--- config.mk ---
export PLATFORM = sky130hd
export DESIGN_NAME = run_length_cleaner
export DESIGN_NICKNAME = d
export VERILOG_FILES = /design/src/rtl/run_clean_pkg.sv /design/src/rtl/run_tracker.sv /design/src/rtl/run_length_cleaner.sv
export SDC_FILE = /design/constraint.sdc
export NUM_CORES = 2
export LEC_CHECK = 0
export CAP_MARGIN = 20
export CORE_AREA = 2 2 377 379
export DETAILED_ROUTE_END_ITERATION = 8
export DIE_AREA = 0 0 379 381
export PLACE_DENSITY = 0.72
export SYNTH_ARGS = -nofsm -noshare
export SYNTH_HDL_FRONTEND = slang
export SYNTH_SLANG_ARGS = --single-unit
--- constraint.sdc ---
create_clock -name clk_in -period 11.2 [get_ports clk_in]
set_input_delay 2.8 -clock clk_in [delete_from_list [all_inputs] [get_ports clk_in]]
set_output_delay 2.8 -clock clk_in [all_outputs]
set_load 0.01 [all_outputs]
--- src/rtl/run_clean_pkg.sv ---
// Shared types and pixel colour constants for the run-length cleaner.
package run_clean_pkg;

    typedef enum logic [1:0] {IDLE, PASS_DARK, PASS_LIGHT, DONE} clean_state_t;

    localparam logic DARK  = 1'b0;
    localparam logic LIGHT = 1'b1;

endpackage

--- src/rtl/run_tracker.sv ---
// Tracks the current run of the target colour during a scan and flags runs
// that end short of the minimum length. Time-shared across both passes.
module run_tracker #(
    parameter int unsigned IDX_W = 9
) (
    input  logic             clk_in,
    input  logic             rst_n_in,
    input  logic             active,
    input  logic             first,
    input  logic             last,
    input  logic             pixel,
    input  logic             next_pixel,
    input  logic             target,
    input  logic [IDX_W-1:0] idx,
    input  logic [IDX_W-1:0] min_len,
    output logic             run_end,
    output logic [IDX_W-1:0] run_start,
    output logic             run_short
);

    logic             in_run_q;
    logic [IDX_W-1:0] len_q;
    logic [IDX_W-1:0] start_q;
    logic [IDX_W-1:0] len_cur;
    logic             hit;
    logic             cont;

    always_comb begin
        hit  = active && (pixel == target);
        // A new pass always opens a fresh run at idx 0.
        cont = in_run_q && !first;
        if (cont) begin
            len_cur   = (len_q == '1) ? len_q : len_q + 1'b1;
            run_start = start_q;
        end else begin
            len_cur   = IDX_W'(1);
            run_start = idx;
        end
        run_end   = hit && (last || (next_pixel != target));
        run_short = run_end && (len_cur < min_len);
    end

    always_ff @(posedge clk_in or negedge rst_n_in) begin
        if (!rst_n_in) begin
            in_run_q <= 1'b0;
            len_q    <= '0;
            start_q  <= '0;
        end else begin
            in_run_q <= hit;
            if (hit) begin
                len_q   <= len_cur;
                start_q <= run_start;
            end
        end
    end

endmodule

--- src/rtl/run_length_cleaner.sv ---
// Two-pass run-length denoiser for one binarised scan row, one pixel per clock.
// Optional CLEAN_STATS_EN adds removed-run counters for each pass.
module run_length_cleaner
    import run_clean_pkg::*;
#(
    parameter int unsigned WIDTH     = 480,
    parameter int unsigned MIN_DARK  = 6,
    parameter int unsigned MIN_LIGHT = 3,
    parameter int unsigned IDX_W     = $clog2(WIDTH + 1)
) (
    input  logic             clk_in,
    input  logic             rst_n_in,
    input  logic [WIDTH-1:0] pattern_in,
    input  logic             start_in,
    output logic             busy_out,
    output logic             data_valid_out,
    output logic [WIDTH-1:0] clean_pattern_out
`ifdef CLEAN_STATS_EN
    ,
    output logic [IDX_W-1:0] dark_removed_out,
    output logic [IDX_W-1:0] light_removed_out
`endif
);

    localparam logic [WIDTH-1:0] ONES = '1;

    clean_state_t     state_q, state_d;
    logic [IDX_W-1:0] idx_q;
    logic [IDX_W-1:0] idx_inc;
    logic [WIDTH-1:0] row_q;
    logic [WIDTH-1:0] clean_q;
    logic             busy_q;
    logic             valid_q;

    logic             accept;
    logic             scanning;
    logic             finish;
    logic             target;
    logic [IDX_W-1:0] min_len;
    logic             first;
    logic             last;
    logic [WIDTH-1:0] cur_shift;
    logic [WIDTH-1:0] nxt_shift;
    logic [WIDTH-1:0] mask;
    logic             run_end;
    logic             run_short;
    logic [IDX_W-1:0] run_start;

    always_ff @(posedge clk_in or negedge rst_n_in) begin
        if (!rst_n_in) begin
            state_q <= IDLE;
        end else begin
            state_q <= state_d;
        end
    end

    always_comb begin
        state_d = state_q;
        unique case (state_q)
            IDLE:       if (start_in) state_d = PASS_DARK;
            PASS_DARK:  if (last) state_d = PASS_LIGHT;
            PASS_LIGHT: if (last) state_d = DONE;
            DONE:       state_d = IDLE;
            default:    state_d = IDLE;
        endcase
    end

    always_comb begin
        accept   = (state_q == IDLE) && start_in;
        scanning = (state_q == PASS_DARK) || (state_q == PASS_LIGHT);
        finish   = (state_q == DONE);
        target   = (state_q == PASS_LIGHT) ? LIGHT : DARK;
        min_len  = (state_q == PASS_LIGHT) ? IDX_W'(MIN_LIGHT) : IDX_W'(MIN_DARK);
    end

    always_comb begin
        idx_inc   = idx_q + 1'b1;
        first     = (idx_q == '0);
        last      = (idx_q == IDX_W'(WIDTH - 1));
        cur_shift = row_q >> idx_q;
        nxt_shift = row_q >> idx_inc;
        // Covers run_start..idx_q inclusive; only already-scanned pixels are touched.
        mask      = (ONES << run_start) & (ONES >> (IDX_W'(WIDTH - 1) - idx_q));
    end

    run_tracker #(
        .IDX_W (IDX_W)
    ) u_tracker (
        .clk_in     (clk_in),
        .rst_n_in   (rst_n_in),
        .active     (scanning),
        .first      (first),
        .last       (last),
        .pixel      (cur_shift[0]),
        .next_pixel (nxt_shift[0]),
        .target     (target),
        .idx        (idx_q),
        .min_len    (min_len),
        .run_end    (run_end),
        .run_start  (run_start),
        .run_short  (run_short)
    );

    always_ff @(posedge clk_in or negedge rst_n_in) begin
        if (!rst_n_in) begin
            idx_q   <= '0;
            row_q   <= '0;
            clean_q <= '0;
            busy_q  <= 1'b0;
            valid_q <= 1'b0;
        end else begin
            valid_q <= finish;
            if (accept) begin
                row_q  <= pattern_in;
                idx_q  <= '0;
                busy_q <= 1'b1;
            end else if (scanning) begin
                if (run_short) begin
                    row_q <= (target == DARK) ? (row_q | mask) : (row_q & ~mask);
                end
                idx_q <= last ? '0 : idx_inc;
            end else if (finish) begin
                clean_q <= row_q;
                busy_q  <= 1'b0;
            end
        end
    end

    assign busy_out          = busy_q;
    assign data_valid_out    = valid_q;
    assign clean_pattern_out = clean_q;

`ifdef CLEAN_STATS_EN
    logic [IDX_W-1:0] dark_cnt_q;
    logic [IDX_W-1:0] light_cnt_q;

    always_ff @(posedge clk_in or negedge rst_n_in) begin
        if (!rst_n_in) begin
            dark_cnt_q  <= '0;
            light_cnt_q <= '0;
        end else if (accept) begin
            dark_cnt_q  <= '0;
            light_cnt_q <= '0;
        end else if (run_short) begin
            if (target == DARK) dark_cnt_q <= dark_cnt_q + 1'b1;
            else                light_cnt_q <= light_cnt_q + 1'b1;
        end
    end

    assign dark_removed_out  = dark_cnt_q;
    assign light_removed_out = light_cnt_q;
`else
    // Stats counters are not built in this configuration.
`endif

endmodule
==> flow_metrics.tcl <==
set metrics [dict create \
    area_growth_pct 28.1 \
    status "finished, violations left" \
    setup.reg_to_reg.worst_slack_ps 2850 \
    yosysMostFrequentCell "dfrtp_1" \
    nFillCells 12601 \
    grt_pass1_vias 59397 \
    crit_type "reg -> reg" \
    final.period_utilization_pct 74.5 \
    drc_errors 0 \
    placement_rows 138 \
    fmax_ghz 0.120 \
    antenna_found_initial 63 \
    setup_tns_ps 0 \
    synth_nets 6208 \
    synth.distinct_cells 79 \
    crit_required_ps 11880 \
    slew_viol_final 7 \
    hp-start "clean_pattern_out[126]$_DFFE_PN0P_" \
    setup_viol 0 \
    multi_input_area_um2 31500 \
    pre_cts_ws_ps 3260 \
    ys_seq_area_share_pct 42.5 \
    io_pins 965 \
    layout_min_cycle_time_ps 8350 \
    hold_depth 1 \
    fin_cells 8530 \
    post-cts-setup-buffer-count 0 \
    p_leak_uw 0.0293 \
    hold_viol_final 0 \
    grt_max_degree 188 \
    drive_gt1_share_pct 19.6 \
    syn_inst 5708 \
    cp-end-kind "flop" \
    clockBufferDepth 3 \
    cp-start-kind "flop" \
    cts_hold_buf 0 \
    insertion_delay_ps 780 \
    synthTopCellsByArea "dfrtp_1 42%, mux2_2 9.9%, mux4_2 8.1%" \
    vias 62919 \
    synthFlopType "dfrtp_1" \
    start_util_pct 41.6 \
    cts_buffers 107 \
    synth.top_cell.area_share_pct 42.5 \
    crit_arrival_ps 9020 \
    rsz0062_at_grt "false" \
    violations "slew limit" \
    dpl.hpwl_um 297000 \
    drt_wl_total_um 400000 \
    die_h_um 381 \
    coreArea_um2 141000 \
    relSlewSlack_pct -6.74 \
    port_buffers 964 \
    first_iter_violations 11209 \
    cts_root_buf "clkbuf_16" \
    drv_cap 0 \
    vias_per_cell 7.38 \
    clk_pin_slew_worst_paths_ps 70 \
    tightestPinTransition_ps 1600 \
    synth_area_um2 58400 \
    regArea_um2 24800 \
    synth_common_cells "992 x dfrtp_1, 705 x nand2_1, 511 x mux2_2, 495 x o211ai_1, 413 x o21ai_0" \
    power_density_nw_per_um2 318 \
    ys_warn_count 0 \
    gp_congestion 1.15 \
    r2r-start "idx_q[0]$_DFFE_PN0P_" \
    wl_per_cell_um 46.9 \
    avgSynthCellArea_um2 10.2 \
    track_usage_pct 54.2 \
    cts_tree "yes" \
    cts_resized 0 \
    htreeDepth 3 \
    hp-class "reg -> reg" \
    postSynth.asyncResetShare_pct 100 \
    grt_pass1_wl_um 531000 \
    ys_seq_elements 992 \
    die_area_um2 144000 \
    synth_edf_count 0 \
    hold_path_end "clean_pattern_out[126]$_DFFE_PN0P_" \
    nets 7006 \
    vdd.ir_drop.worst_mv 0.264 \
    skew_ps 35.0 \
    rr_worst_depth 14 \
    fin_ws_ps 2850 \
    grt_overflow_total 0 \
    critPathMaxFanout 53 \
    dieWidth_um 379 \
    numPlacedInstances 8265 \
    synth_top_area_cell "dfrtp_1" \
    final_core_utilization_pct 53.2 \
    postRouteAntennaNets 0 \
    firstDrtPassIters 7 \
    clock-sinks 992 \
]
[routing by layer]
metal	vias up	routed length, µm	GRT usage (%)
li1	23545	-	-
met1	31890	143000	66.9
met2	5799	162000	74.6
met3	1641	54400	22.7
met4	44	39800	41.8
met5	-	478	0
[critical path: stages, from the launching register on]
cell and delay (ps):
dfrtp_4 850, clkinv_1 710, ha_4 910, buf_4 400
mux4_2 550, mux4_2 480, mux2i_1 780, nor3_1 100
or4_1 560, o21ai_1 200, and2_1 410, and3_1 850
nand2_4 580, buf_12 370, o211ai_1 250
[worst max path at each step]
stage	startpoint	end	slack, ps	depth (start not counted)
detailed placement	idx_q[0]$_DFFE_PN0P_	flop	3260	17
global route	idx_q[0]$_DFFE_PN0P_	flop	2740	14
global placement	idx_q[0]$_DFFE_PN0P_	flop	2930	16
floorplan	idx_q[2]$_DFFE_PN0P_	flop	6240	22
finish	idx_q[0]$_DFFE_PN0P_	flop	2850	14
CTS	idx_q[0]$_DFFE_PN0P_	flop	3220	17
[cells in the final DEF (no fill, tap or decap), types with 43 or more instances in the layout]
cell type	n
mux2_2	510
nor2_1	258
mux4_2	211
buf_4	234
mux2i_1	180
o21ai_0	402
o311ai_0	107
o22ai_1	112
clkbuf_16	108
o211ai_1	495
dfrtp_1	989
nor3_1	70
nand2_1	698
clkdlybuf4s50_1	963
nand3_1	92
a31oi_1	58
a221o_1	62
or3_1	43
a22oi_1	44
diode_2	48
a21oi_1	267
[final cells by class]
cell class / instances / share of cell area [%]
multi-input cells: 4135 / 42.1
clock buffers: 153 / 4.20
well taps: 1890 / 3.16
inverters: 27 / 0.135
repair buffers: 1243 / 16.2
diodes: 48 / 0.161
clock inverters: 42 / 0.769
flip-flops and latches: 992 / 33.2
[cells by family after synthesis]
family / Yosys count / synth area share [%]
multiplexers: 906 / 21.1
flip-flops: 992 / 42.5
adder cells (fa/ha/maj): 17 / 0.364
XOR/XNOR: 14 / 0.210
AO/OA/AOI/OAI: 1840 / 21.3
AND/OR/NAND/NOR: 1358 / 10.2
buffers and inverters: 581 / 4.28
[power by group]
| part | internal (µW) | switching [µW] | total, µW |
|---|---|---|---|
| clock | 2170 | 1650 | 3820 |
| combinational | 5530 | 7040 | 12600 |
| sequential | 5250 | 2140 | 7390 |
| total | 12900 | 10800 | 23800 |
[through the flow]
| step | instance area (µm²) | total power [µW] | hold WS, ps |
|---|---|---|---|
| after detailed placement | 70700 | 19200 | 494 |
| after global placement | 70600 | 19000 | 490 |
| after CTS | 74400 | 23000 | 508 |
| final | 74800 | 23800 | 503 |
| after floorplan | 58400 | 13000 | 466 |
| after global routing | 74700 | 24200 | 514 |
(Power assumes the default switching activity.)
